$ cat src/rtl/mem_pkg.sv
// Shared types and constants for the data-memory store buffer.
package mem_pkg;
  localparam int MEM_DATA_WIDTH = 64;
  localparam int MEM_ADDR_WIDTH = 64;
  localparam int DWORD_LSB      = 3;
  localparam int STRB_WIDTH     = MEM_DATA_WIDTH / 8;

  typedef struct packed {
    logic [MEM_ADDR_WIDTH-1:0] addr;
    logic [MEM_DATA_WIDTH-1:0] data;
    logic [STRB_WIDTH-1:0]     strobe;
  } store_entry_t;

  function automatic logic [MEM_ADDR_WIDTH-1:0] dword_align(input logic [MEM_ADDR_WIDTH-1:0] a);
    return {a[MEM_ADDR_WIDTH-1:DWORD_LSB], {DWORD_LSB{1'b0}}};
  endfunction
endpackage

$ cat src/rtl/sync_fifo.sv
// Generic register FIFO that also exposes every slot and its occupancy
// so the owner can run parallel compares against pending entries.
module sync_fifo #(
  parameter int DEPTH = 4,
  parameter int WIDTH = 8
) (
  input  logic                   clk,
  input  logic                   rst,
  input  logic                   push,
  input  logic                   pop,
  input  logic [WIDTH-1:0]       wdata,
  output logic                   full,
  output logic                   empty,
  output logic [WIDTH-1:0]       head,
  output logic [DEPTH-1:0]       entry_vld,
  output logic [DEPTH*WIDTH-1:0] entries
);
  localparam int PTR_W = $clog2(DEPTH);
  localparam logic [PTR_W:0] DEPTH_CNT = DEPTH[PTR_W:0];

  logic [PTR_W-1:0] wr_ptr, rd_ptr;
  logic [PTR_W:0]   count;
  logic [WIDTH-1:0] mem [DEPTH];
  logic             do_push, do_pop;

  assign full    = (count == DEPTH_CNT);
  assign empty   = (count == '0);
  assign do_push = push && !full;
  assign do_pop  = pop && !empty;
  assign head    = mem[rd_ptr];

  always_ff @(posedge clk) begin
    if (rst) begin
      wr_ptr <= '0;
      rd_ptr <= '0;
      count  <= '0;
      for (int i = 0; i < DEPTH; i++) mem[i] <= '0;
    end else begin
      if (do_push) begin
        mem[wr_ptr] <= wdata;
        wr_ptr      <= wr_ptr + 1'b1;
      end
      if (do_pop) rd_ptr <= rd_ptr + 1'b1;
      case ({do_push, do_pop})
        2'b10:   count <= count + 1'b1;
        2'b01:   count <= count - 1'b1;
        default: ;
      endcase
    end
  end

  // A slot is live when its distance from the read pointer is below count.
  for (genvar i = 0; i < DEPTH; i++) begin : g_slot
    logic [PTR_W-1:0] off;
    assign off          = PTR_W'(i) - rd_ptr;
    assign entry_vld[i] = ({1'b0, off} < count);
    assign entries[i*WIDTH +: WIDTH] = mem[i];
  end
endmodule

$ cat src/rtl/mem_store_buffer.sv
// Store buffer between the store shifter and the data-memory port:
// in-order queue, valid/ready drain, doubleword load-hazard detect.
module mem_store_buffer
  import mem_pkg::*;
#(
  parameter int DATA_WIDTH = MEM_DATA_WIDTH,
  parameter int ADDR_WIDTH = MEM_ADDR_WIDTH,
  parameter int DEPTH      = 4
) (
  input  logic                  i_clk,
  input  logic                  i_rst,
  input  logic                  i_mem_write_req,
  input  logic [ADDR_WIDTH-1:0] i_addr,
  input  logic [DATA_WIDTH-1:0] i_data,
  input  logic [7:0]            i_write_strobe,
  output logic                  o_full,
  output logic                  o_empty,
  input  logic                  i_load_req,
  input  logic [ADDR_WIDTH-1:0] i_load_addr,
  output logic                  o_load_hazard,
  output logic                  o_mem_valid,
  output logic [ADDR_WIDTH-1:0] o_mem_addr,
  output logic [DATA_WIDTH-1:0] o_mem_data,
  output logic [7:0]            o_mem_strobe,
  input  logic                  i_mem_ready
);
  localparam int EW = $bits(store_entry_t);

  store_entry_t            wr_entry, head_entry;
  logic [DEPTH-1:0]        entry_vld, hit;
  logic [DEPTH*EW-1:0]     entries_flat;
  logic                    push, pop;

  // Zero-strobe requests carry no bytes and are dropped before the queue.
  assign push = i_mem_write_req && !o_full && (i_write_strobe != '0);
  assign pop  = o_mem_valid && i_mem_ready;

  assign wr_entry.addr   = i_addr;
  assign wr_entry.data   = i_data;
  assign wr_entry.strobe = i_write_strobe;

  sync_fifo #(.DEPTH(DEPTH), .WIDTH(EW)) u_fifo (
    .clk       (i_clk),
    .rst       (i_rst),
    .push      (push),
    .pop       (pop),
    .wdata     (wr_entry),
    .full      (o_full),
    .empty     (o_empty),
    .head      (head_entry),
    .entry_vld (entry_vld),
    .entries   (entries_flat)
  );

  assign o_mem_valid  = !o_empty;
  assign o_mem_addr   = dword_align(head_entry.addr);
  assign o_mem_data   = head_entry.data;
  assign o_mem_strobe = head_entry.strobe;

  // Conservative: any live store in the same doubleword stalls the load.
  for (genvar i = 0; i < DEPTH; i++) begin : g_cmp
    store_entry_t ent;
    assign ent    = entries_flat[i*EW +: EW];
    assign hit[i] = entry_vld[i] &&
                    (ent.addr[ADDR_WIDTH-1:DWORD_LSB] == i_load_addr[ADDR_WIDTH-1:DWORD_LSB]);
  end

  assign o_load_hazard = i_load_req && (|hit);
endmodule
$ cat config.mk
export PLATFORM = sky130hd
export DESIGN_NAME = mem_store_buffer
export DESIGN_NICKNAME = d
export VERILOG_FILES = /design/src/rtl/mem_pkg.sv /design/src/rtl/sync_fifo.sv /design/src/rtl/mem_store_buffer.sv
export SDC_FILE = /design/constraint.sdc
export NUM_CORES = 1
export LEC_CHECK = 0
export BUFFER_PORTS_ARGS = -buffer_cell sky130_fd_sc_hd__clkbuf_2
export CAP_MARGIN = 30
export CORE_MARGIN = 2
export CORE_UTILIZATION = 35
export CTS_CLUSTER_SIZE = 10
export DETAILED_ROUTE_END_ITERATION = 7
export GPL_ROUTABILITY_DRIVEN = 0
export PLACE_DENSITY = 0.54
export SLEW_MARGIN = 20
export SYNTH_ARGS = -nofsm -noshare
export SYNTH_HDL_FRONTEND = slang
export SYNTH_SLANG_ARGS = --single-unit
$ cat constraint.sdc
create_clock -name i_clk -period 9 [get_ports i_clk]
set_input_delay 0.45 -clock i_clk [delete_from_list [all_inputs] [get_ports i_clk]]
set_output_delay 0.45 -clock i_clk [all_outputs]
set_load 0.02 [all_outputs]
**Word level (Yosys, flattened, before mapping)**

Memory sizes are Yosys's and may differ from the RTL's. A register that Yosys moved wholly into a read port is not among the register bits.
Index checks and enable logic that the tools add are counted.
Widths: inputs -> output; s select.

- Add/subtract/negate cells: 8
- Order comparisons: 4
- Equality and inequality tests: 7
- Multiplexer cells: 11
- Reductions and logical operators: 17

Operator list:

| cell | count |
|---|---|
| $eq 61x61->1 | 4 |
| $mux 136 | 1 |
| $reduce_or 136->1 | 1 |
| $lt 2x3->1 | 4 |
| $logic_and 1x1->1 | 10 |
| $reduce_bool 8->1 | 1 |
| $mux 1 | 6 |
| $mux 2 | 3 |
| $pmux 3 s2 | 1 |
| $add 2x1->2 const B | 2 |
| $reduce_or 4->1 | 1 |
| $sub 1x2->2 const A | 2 |
| $sub 2x2->2 const A | 2 |
| $add 3x1->3 const B | 1 |
| $eq 3x3->1 const B | 1 |
| $logic_not 3->1 | 1 |
| $sub 3x1->3 const B | 1 |
| $eq 2x1->1 const B | 1 |
| $eq 2x2->1 const B | 1 |
| $logic_not 1->1 | 2 |
| $reduce_bool 2->1 | 1 |

- Flip-flop bits (word level): 7
- RAM bits: 544
- Input bits: 205
- Logic and storage cells: 51
- Memories: 1

Memory list:

| name | words | bits a word | read ports | clocked after memory_dff | wr ports | line | text |
|---|---|---|---|---|---|---|---|
| u_fifo.mem | 4 | 136 | 5 | 1 | 4 | sync_fifo.sv:23 | `logic [WIDTH-1:0] mem [DEPTH];` |

**Longest topological paths before layout**

Gate-level depths: netlist of the first run.

- Depth in word-level cells: 10
- Depth in mapped cells: 9
- Depth with buffers taken out: 9

**Hierarchy**

Synthesis of the first run repeated with hierarchy kept, for this count alone.

- Cells, all modules: 1777
- Area, all modules: 26710.6 µm²

By module, submodules not included:

| module | times used | cells an instance | area each (µm²) |
|---|---|---|---|
| sync_fifo | 1 | 1385 | 23804.1 |
| mem_store_buffer | 1 | 392 | 2906.5 |

**Least setup slack after synthesis of the first run**

No wires, ideal clock.

- Path type: reg2reg
- Start: reg u_fifo.count[1]
- End: mem u_fifo.mem[1][0] (netlist bit) (enable)
- Library setup time: 0.653 ns
- Arrival: 7.105 ns
- Data required time: 8.347 ns
- Slack: 1.242 ns
- Stages on the path, launching flop included: 5
- Period minus slack after synthesis: 7.758 ns
- Path through: dfxtp_1 -> inv_1 -> and3_1 -> nand3b_4 -> o21bai_1

RTL lines:

| element | line | text |
|---|---|---|
| start, declared | sync_fifo.sv:22 | `logic [PTR_W:0] count;` |
| start signal, assigned | sync_fifo.sv:45 | `2'b10: count <= count + 1'b1;` |
| start signal, assigned | sync_fifo.sv:46 | `2'b01: count <= count - 1'b1;` |
| end, declared | sync_fifo.sv:23 |  |

==> results.json, run 1 <==
{
  "hold_ws_ps": 135,
  "rsz0062_at_grt": "no",
  "io_buffer_count": 335,
  "area_growth_pct": 18.5,
  "avgViaCountPerCell": 5.03,
  "crit_path_max_fanout": 2,
  "intPower_mw": 5.38,
  "antenna_found_initial": 13,
  "hpwl_mm": 52.7,
  "finalClockSkew_ps": 20.9,
  "stdcell_count": 3153,
  "synth-edff-count": 532,
  "vias": 15852,
  "dieArea_um2": 75200,
  "wl_per_cell_um": 25.2,
  "clkTransAtPathRegs_ps": 60,
  "post_dp_cell_area_um2": 28200,
  "switching_share_pct": 32.6,
  "max_cap_violations": 0,
  "cts_hold_buffers": 0,
  "antenna_left": 0,
  "cts_tree": "done",
  "setup_viol": 0,
  "cts_buffers": 68,
  "switching_power_mw": 2.60,
  "dp_cells": 3040,
  "syn_area_per_cell_um2": 14.0,
  "synth_top_area_share_pct": 62.5,
  "vdd_ir_drop_max_uv": 178,
  "p_comb_share_pct": 27.7,
  "die_w_um": 274,
  "ys_seq_area_share_pct": 63.2,
  "core-area_um2": 72600,
  "grt_max_degree": 129,
  "final_cell_area_um2": 30300,
  "synth-main-ff-cell": "edfxtp_1",
  "hp-class": "in2reg",
  "drt_first_pass_iters": 7,
  "cts_setup_buffers": 0,
  "synth.top_cells.by_area": "edfxtp_1, mux4_2, xor2_1",
  "status": "completed",
  "slew_headroom_pct": 23.8,
  "finalMaxSlewViolations": 0,
  "grt_pass1_vias": 16200,
  "cts.sinks": 541,
  "clock-root-buffer": "clkbuf_16",
  "critPathKind": "reg2out",
  "rows": 99,
  "ys_ff_latch": 541,
  "h-tree-depth": 3,
  "final_nets": 2364,
  "power_leakage_nw": 12.0,
  "clockBufferDepth": 3,
  "cp-start-kind": "register",
  "clkPwrFrac_pct": 31.4,
  "power_density_nw_per_um2": 263,
  "max_freq_mhz": 276,
  "synth_area_leader_cell": "edfxtp_1",
  "cts_resized": 0,
  "netlist_area_um2": 25500,
  "grt_pass1_wl_mm": 112,
  "fp.dieH_um": 274,
  "drt_iter0_drc": 1357,
  "grt_usage_pct": 21.0,
  "ioPinCount": 345,
  "synthArstFlopShare_pct": 0,
  "worstSkewPairLatency_ps": 610,
  "ys_types": 36,
  "drc_errors": 0,
  "cp-end-kind": "primary output",
  "finalCritPeriodShare_pct": 40.2,
  "synthCells": 1822,
  "cp.arrival_ps": 3170,
  "start_util_pct": 35.2,
  "worst_pin_slew_ps": 1130,
  "p_seq_share_pct": 40.9,
  "ys_warn_count": 0,
  "min_period_ps": 3620,
  "critPathRequiredTime_ps": 8550,
  "grt_overflow": 0,
  "setup_tns_ps": 0,
  "drive_gt1_share_pct": 26.7,
  "routed_wl_mm": 79.4,
  "finalHoldViolations": 0
}
kinds of logic (layout without fill, tap and decap cells):
group / Yosys count / after routing / synth area share [%]
simple gates: 640 / 640 / 11.9
flops: 541 / 541 / 63.2
xor+xnor: 251 / 251 / 8.61
buf+inv: 235 / 600 / 3.84
mux: 133 / 133 / 11.7
compound gates: 15 / 15 / 0.362
fa+ha+maj: 6 / 6 / 0.323
other cells: 1 / 8 / 0.0147
Yosys cell counts, types with 2 or more instances:
master	number
buf_2	28
xnor2_1	119
or3_1	2
and3_1	11
buf_1	2
nand4_1	36
and2_1	139
edfxtp_1	532
a21oi_1	6
ha_1	5
buf_4	3
dfxtp_1	9
o21bai_1	2
mux4_2	133
nand2_1	132
o21ai_0	4
inv_1	134
xor2_1	132
nor4_1	44
nor2_1	267
nand2b_1	2
buf_6	7
clkbuf_1	60
worst paths after layout:
| path | startpoint | to | slack (ps) | depth (start not counted) |
|---|---|---|---|---|
| setup / recovery | u_fifo.mem[1][77] | o_load_hazard | 5380 | 7 |
| hold / removal | i_data[44] | u_fifo.mem[0][52] | 140 | 2 |
| setup reg to reg | u_fifo.count[1] | u_fifo.mem[0][91] | 5680 | 7 |
| hold reg to reg | u_fifo.count[1] | u_fifo.count[1] | 530 | 2 |
layout make-up:
| type | instances | area, µm² |
|---|---|---|
| Tap cell | 959 | 1200 |
| Clock inverter | 16 | 205 |
| Inverter | 135 | 507 |
| Fill cell | 6833 | 42300 |
| Sequential cell | 541 | 16200 |
| Multi-Input combinational cell | 1048 | 8460 |
| Timing Repair Buffer | 359 | 1920 |
| Clock buffer | 90 | 1790 |
| Antenna cell | 5 | 12.5 |
power by group through the flow:
| stage | Clock (mW) | Sequential (mW) | Combinational [mW] |
|---|---|---|---|
| 2_1_floorplan | 0 | 3.25 | 1.46 |
| 3_3_place_gp | 0 | 3.30 | 2.23 |
| 3_5_place_dp | 0 | 3.32 | 2.23 |
| 4_1_cts | 2.58 | 3.27 | 2.24 |
| 5_1_grt | 2.66 | 3.30 | 2.35 |
| 6_report | 2.51 | 3.26 | 2.21 |
stage by stage:
stage          util (%)  worst slack [ps]  power, mW
2_1_floorplan         -              1240       4.71
3_3_place_gp       38.8              5640       5.53
3_5_place_dp       38.9              5610       5.55
4_1_cts            41.6              5390       8.08
5_1_grt            41.7              5390       8.30
6_report           41.7              5380       7.98
critical path, cell delays in order (launching register included):
cell and delay [ps]:
edfxtp_1 420, xnor2_1 410, nand4_1 270, nor4_1 510
nand4_1 150, nor4_1 340, o41a_1 280, clkbuf_2 210
state kept, by name (all words and copies together), names as in the netlist, named ones only:
name	cells
u_fifo.count	3
u_fifo.mem	532
u_fifo.rd_ptr	2
u_fifo.wr_ptr	2
metal layers:
metal / up-vias / part of all wire [%] / GRT usage (%)
met2: 567 / 50 / 35.6
met1: 8030 / 38 / 26.0
met3: 119 / 8.6 / 5.35
met5: - / 0.079 / 0
met4: 10 / 3.2 / 7.27
li1: 7126 / - / -
placed cells by master, fill, tap and decap left out, types with 2 or more instances in the layout:
cell type | netlist | final
a21oi_1 | 6 | 6
dfxtp_4 | 0 | 2
and2_1 | 139 | 139
and3_1 | 11 | 11
ha_1 | 5 | 5
or3_1 | 2 | 2
nor2_1 | 267 | 267
clkbuf_2 | 0 | 335
diode_2 | 0 | 5
buf_12 | 0 | 2
o21bai_4 | 0 | 2
clkbuf_16 | 0 | 68
edfxtp_1 | 532 | 532
clkinvlp_4 | 0 | 2
inv_1 | 134 | 134
buf_4 | 3 | 20
o21ai_0 | 4 | 4
nor4_1 | 44 | 44
mux4_2 | 133 | 133
buf_16 | 0 | 2
xor2_1 | 132 | 132
nand2_1 | 132 | 131
conb_1 | 1 | 3
xnor2_1 | 119 | 119
clkbuf_1 | 60 | 21
nand4_1 | 36 | 36
dfxtp_1 | 9 | 7
clkinv_8 | 0 | 5
bufinv_16 | 0 | 2
clkinv_1 | 0 | 4
Note: power is estimated with default switching activity, not from simulation.
==> inputs of run 2 (changes only) <==
--- a/config.mk
+++ b/config.mk
@@ -5,6 +5,7 @@
 export SDC_FILE = /design/constraint.sdc
 export NUM_CORES = 1
 export LEC_CHECK = 0
+export ABC_AREA = 1
 export BUFFER_PORTS_ARGS = -buffer_cell sky130_fd_sc_hd__clkbuf_2
 export CAP_MARGIN = 30
 export CORE_MARGIN = 2
==> constraint.sdc (replaced) <==
create_clock -name i_clk -period 3.56 [get_ports i_clk]
set_input_delay 0.178 -clock i_clk [delete_from_list [all_inputs] [get_ports i_clk]]
set_output_delay 0.178 -clock i_clk [all_outputs]
set_load 0.02 [all_outputs]
==> results.json, run 2 <==
{
  "h-tree-depth": 3,
  "grt_pass1_wl_mm": 123,
  "synth_top_area_share_pct": 56.7,
  "syn_area_per_cell_um2": 9.28,
  "core-area_um2": 80000,
  "postLayoutCoreUtil_pct": 42.6,
  "drc_errors": 0,
  "post-synth-top-count-cell": "nor2_1",
  "io_buffer_count": 335,
  "synth-main-ff-cell": "edfxtp_1",
  "cts_buffers": 66,
  "max_freq_mhz": 340,
  "cts_tree": "done",
  "finalHoldViolations": 0,
  "routed_wl_mm": 81.9,
  "clkTransAtPathRegs_ps": 50,
  "grt_pass1_vias": 21480,
  "start_util_pct": 35.2,
  "slew_headroom_pct": 37.6,
  "synth-edff-count": 532,
  "clock-root-buffer": "clkbuf_16",
  "drive_gt1_share_pct": 19.5,
  "synth.top_cells.by_area": "edfxtp_1, nor2_1, nand2_1",
  "final_nets": 3647,
  "antenna_left": 0,
  "hpwl_mm": 48.4,
  "crit_chain": "xor2_1 -> inv_1 -> ha_1 -> a21boi_0 -> o21ai_0 -> nand3_1 -> nor2_1 -> nand3_1 -> nand2_1 -> nor2_1 -> nor2_1 -> clkbuf_2",
  "fp.dieH_um": 288,
  "post_dp_cell_area_um2": 30800,
  "cp.arrival_ps": 2760,
  "crit_slowest_cell": "dfxtp_1",
  "rows": 104,
  "hold_ws_ps": 59.0,
  "grt_max_degree": 135,
  "switching_share_pct": 37.8,
  "avgViaCountPerCell": 4.69,
  "netlist_area_um2": 28200,
  "synthCells": 3035,
  "power_leakage_nw": 13.9,
  "intPower_mw": 13.2,
  "min_period_ps": 2940,
  "vias": 21216,
  "max_stage_delay_ps": 390,
  "hp-class": "in2reg",
  "regMostFlops": "u_fifo.mem",
  "stdcell_count": 4526,
  "clockBufferDepth": 3,
  "drt_iter0_drc": 1199,
  "die_w_um": 288,
  "wl_per_cell_um": 18.1,
  "synth_top_cells_by_count": "nor2_1, edfxtp_1, nand2_1",
  "finalPower_mw": 21.3,
  "hold_start": "i_addr[40]",
  "finalMaxSlewViolations": 0,
  "vdd_ir_drop_max_uv": 399,
  "switching_power_mw": 8.04,
  "finalClockSkew_ps": 35.1,
  "mostFrequentLayoutCells": "nor2_1, edfxtp_1, nand2_1, clkbuf_2, inv_1",
  "ys_ff_latch": 541,
  "status": "completed",
  "finalCritPeriodShare_pct": 82.6,
  "dieArea_um2": 82700,
  "largest_register_ffs": 532,
  "cp-start-kind": "register",
  "cp-end-kind": "primary output",
  "cts_hold_buffers": 132,
  "drt_first_pass_iters": 5,
  "worstSkewPairLatency_ps": 610,
  "power_density_nw_per_um2": 624,
  "worst_slack_ps": 620,
  "cts_resized": 0,
  "reg_top3": "u_fifo.mem (532), u_fifo.count (3)",
  "dp_cells": 4296,
  "critPathRequiredTime_ps": 3380,
  "p_seq_share_pct": 37.6,
  "worst_pin_slew_ps": 935,
  "crit_path_max_fanout": 4,
  "r2r-start": "u_fifo.count[0]",
  "ys_types": 31,
  "grt_usage_pct": 19.7,
  "synth_area_leader_cell": "edfxtp_1",
  "clkPwrFrac_pct": 28.8,
  "area_growth_pct": 21.0,
  "setup_viol": 0,
  "synthArstFlopShare_pct": 0,
  "critPathLaunch": "u_fifo.rd_ptr[1]",
  "cts.sinks": 541,
  "p_comb_share_pct": 33.6,
  "pre_cts_ws_ps": 926,
  "ioPinCount": 345,
  "mostFrequentLayoutCell": "nor2_1",
  "ys_warn_count": 0,
  "final_cell_area_um2": 34100,
  "ys_seq_area_share_pct": 57.4,
  "critPathKind": "reg2out",
  "setup_tns_ps": 0,
  "cts_setup_buffers": 0,
  "cpMostUsedCell": "nor2_1",
  "grt_overflow": 0,
  "rsz0062_at_grt": "no",
  "max_cap_violations": 0,
  "antenna_found_initial": 5
}
-- run 2: changes by cell type after synthesis, sizes merged, moves of 98 or more --
cell and change:
mux4 -133, xor2 -98, o21ai +257, nor2 +605, nand2 +263, o22ai +109, and2 -139, inv +269
-- run 2: cells by family after synthesis --
group / after synthesis / share of synthesized area (%)
and+or+nand+nor: 1319 / 20.7
buffers and inverters: 576 / 8.66
DFF: 541 / 57.4
AOI/OAI and AO/OA: 449 / 8.50
xor gates and xnor gates: 143 / 4.45
adders and majority gates: 6 / 0.293
other: 1 / 0.0133
-- run 2: area by class of cell --
cell class	count	area, µm²
Inverter	404	1530
Antenna cell	2	5.00
Clock inverter	12	179
Clock buffer	84	1720
Tap cell	1060	1330
Fill cell	7911	46000
Timing Repair Buffer	503	3510
Sequential cell	541	16200
Multi-Input combinational cell	1920	9640
-- run 2: path summary, 6_finish.rpt --
| path | depth (start not counted) | end | slack [ps] |
|---|---|---|---|
| setup / recovery | 12 | o_load_hazard | 620 |
| hold / removal | 3 | u_fifo.mem[0][112] | 60 |
| setup reg to reg | 7 | u_fifo.mem[1][124] | 1140 |
| hold reg to reg | 2 | u_fifo.count[2] | 560 |
-- run 2: per-layer routing --
| metal | track usage [%] | vias to the layer above | part of all wire, % |
|---|---|---|---|
| met5 | 0 | - | 0.055 |
| met4 | 6.04 | 6 | 2.5 |
| met2 | 34.3 | 432 | 49 |
| li1 | - | 10548 | - |
| met3 | 3.42 | 119 | 5.0 |
| met1 | 24.7 | 10111 | 43 |
-- run 2: critical path, delay by kind of cell (launching register included) --
kind | cells | cell delay, ps
compound gates | 2 | 360
xor+xnor | 1 | 210
fa+ha+maj | 1 | 260
buf+inv | 2 | 270
flops | 1 | 390
simple gates | 6 | 660
-- run 2: power by group through the flow --
stage	clock network [mW]	registers [mW]	logic, mW
detailed placement	0	8.12	7.13
floorplan	0	8.04	4.56
global route	6.51	8.07	7.83
CTS	6.29	7.99	7.26
global placement	0	8.11	7.11
finish	6.13	7.99	7.15
==> inputs of run 3 (changes only) <==
--- a/config.mk
+++ b/config.mk
@@ -13,7 +13,7 @@
 export CTS_CLUSTER_SIZE = 10
 export DETAILED_ROUTE_END_ITERATION = 7
 export GPL_ROUTABILITY_DRIVEN = 0
-export PLACE_DENSITY = 0.54
+export PLACE_DENSITY = 0.56
 export SLEW_MARGIN = 20
 export SYNTH_ARGS = -nofsm -noshare
 export SYNTH_HDL_FRONTEND = slang
==> constraint.sdc (replaced) <==
create_clock -name i_clk -period 2.7 [get_ports i_clk]
set_input_delay 0.135 -clock i_clk [delete_from_list [all_inputs] [get_ports i_clk]]
set_output_delay 0.135 -clock i_clk [all_outputs]
set_load 0.02 [all_outputs]
==> results.json, run 3 (same netlist as run 2, synthesis figures left out) <==
{
  "status": "completed",
  "reg_top3": "u_fifo.mem (532), u_fifo.count (3)",
  "hpwl_mm": 49.5,
  "grt_usage_pct": 19.6,
  "cp-start-kind": "register",
  "grt_max_degree": 80,
  "ioPinCount": 345,
  "drt_iter0_drc": 1209,
  "rsz0062_at_grt": "yes",
  "crit_slowest_cell": "dfxtp_4",
  "crit_path_max_fanout": 4,
  "die_w_um": 288,
  "slew_headroom_pct": 56.2,
  "drt_first_pass_iters": 5,
  "max_stage_delay_ps": 360,
  "cts_tree": "done",
  "grt_pass1_vias": 21248,
  "avgViaCountPerCell": 4.70,
  "hold_start": "i_rst",
  "max_cap_violations": 0,
  "final_nets": 3666,
  "finalMaxSlewViolations": 0,
  "grt_overflow": 0,
  "power_density_nw_per_um2": 828,
  "r2r-start": "u_fifo.count[2]",
  "wl_per_cell_um": 18.0,
  "fp.dieH_um": 288,
  "worst_pin_slew_ps": 657,
  "cp-end-kind": "primary output",
  "cp.arrival_ps": 2450,
  "clockBufferDepth": 3,
  "clkTransAtPathRegs_ps": 50,
  "core-area_um2": 80000,
  "rr_endpoint": "u_fifo.mem[1][83]",
  "min_period_ps": 2590,
  "finalHoldViolations": 0,
  "finalCritPeriodShare_pct": 95.8,
  "vdd_ir_drop_max_uv": 519,
  "critPathRequiredTime_ps": 2570,
  "mostFrequentLayoutCells": "nor2_1, edfxtp_1, nand2_1, clkbuf_2, inv_1",
  "antenna_found_initial": 6,
  "vias": 21373,
  "h-tree-depth": 3,
  "regMostFlops": "u_fifo.mem",
  "setup_viol": 0,
  "power_leakage_nw": 14.1,
  "path_buf_inv": 2,
  "routed_wl_mm": 81.7,
  "mostFrequentLayoutCell": "nor2_1",
  "hp-class": "in2reg",
  "finalClockSkew_ps": 24.3,
  "crit_chain": "xor2_2 -> inv_1 -> ha_1 -> a21boi_1 -> o21ai_1 -> nand3_2 -> nor2_4 -> nand3_2 -> nand2_2 -> nor2_4 -> nor2_1 -> buf_4",
  "drc_errors": 0,
  "antenna_left": 0,
  "largest_register_ffs": 532,
  "io_buffer_count": 335,
  "hold_depth": 4,
  "cts_buffers": 68,
  "start_util_pct": 35.2,
  "critPathKind": "reg2out",
  "drive_gt1_share_pct": 20.6,
  "max_freq_mhz": 386,
  "fillers": 7767,
  "postLayoutCoreUtil_pct": 43.1,
  "rows": 104,
  "area_growth_pct": 22.6,
  "dieArea_um2": 82700,
  "cpLargestDelayFamily": "simple AND/OR/NAND/NOR gates",
  "min_delay_worst_endpoint": "u_fifo.mem[3][129]",
  "grt_pass1_wl_mm": 123,
  "r2r_setup_slack_ps": 360,
  "hold_ws_ps": 99.5,
  "clock-root-buffer": "clkbuf_16",
  "cts.sinks": 541,
  "reg2reg_depth": 8,
  "worstSkewPairLatency_ps": 600
}
==> run 3: changes by cell type in the layout (fill, tap and decap cells not counted), moves of 4 or more <==
| cell | previous run | this run |
|---|---|---|
| buf_4 | 17 | 23 |
| buf_12 | 19 | 25 |
| clkbuf_1 | 18 | 13 |
| dfxtp_1 | 7 | 2 |
| nor2_1 | 771 | 764 |
| nor2_2 | 0 | 4 |
==> run 3: layout make-up <==
class,instances,area [µm²],area share [%]
timing repair buffer,520,3760,10.9
tap,1060,1330,3.84
sequential,541,16200,46.9
antenna,4,10.0,0.0290
multi-input combinational,1920,9710,28.1
clock inverter,18,249,0.721
clock buffer,81,1750,5.07
inverter,404,1540,4.45
==> run 3: per-stage QoR <==
step | setup TNS (ps) | setup slack (ps) | power (mW) | std cells | instance area, µm²
floorplan | -327720 | -1840 | 16.6 | 3037 | 28200
global placement | 0 | 211 | 20.2 | 4308 | 31000
detailed placement | 0 | 234 | 20.2 | 4308 | 31000
CTS | -35.3 | -35.3 | 28.9 | 4542 | 34400
global route | -72.8 | -72.8 | 30.1 | 4545 | 34500
finish | 0 | 112 | 28.6 | 4548 | 34500
==> run 3: layer usage <==
| metal | wire length, µm | GRT usage, % |
|---|---|---|
| met5 | 37 | 0 |
| met4 | 1520 | 5.05 |
| met3 | 4710 | 3.43 |
| met2 | 40600 | 34.3 |
| met1 | 34900 | 24.9 |
==> run 3: worst reg2reg max path, stage by stage, from the launching register on <==
cell and delay, ps:
dfxtp_1 310, inv_2 120, nor3_4 70, nor2_4 140, nand3_4 190, inv_1 130
nand2_1 250, nand2_8 400, buf_12 330
==> run 3: report_power, final <==
group	switching [mW]	internal [mW]	total [mW]
combinational	6.67	2.97	9.63
sequential	0.427	10.2	10.6
clock	3.49	4.89	8.38
==> run 3: worst max path at each step <==
stage	slack, ps	start	endpoint	cells after the start
finish	110	u_fifo.rd_ptr[1]	o_load_hazard	12
global route	-70	u_fifo.rd_ptr[1]	o_load_hazard	12
CTS	-40	u_fifo.rd_ptr[1]	o_load_hazard	12
detailed placement	230	i_write_strobe[5]	u_fifo.mem[1][77]	8
global placement	210	i_write_strobe[5]	u_fifo.mem[1][77]	8
floorplan	-1840	u_fifo.count[0]	u_fifo.mem[3][0]	5
==> run 3: timing repair <==
action / in CTS / in global routing
endpoints found under the hold margin: 442 / 0
endpoints found under the setup margin: 4 / 5
hold buffers: 134 / 0
pin swaps: 1 / 8
setup buffers: 1 / 2
gates cloned: 0 / 0
resized for setup: 8 / 22
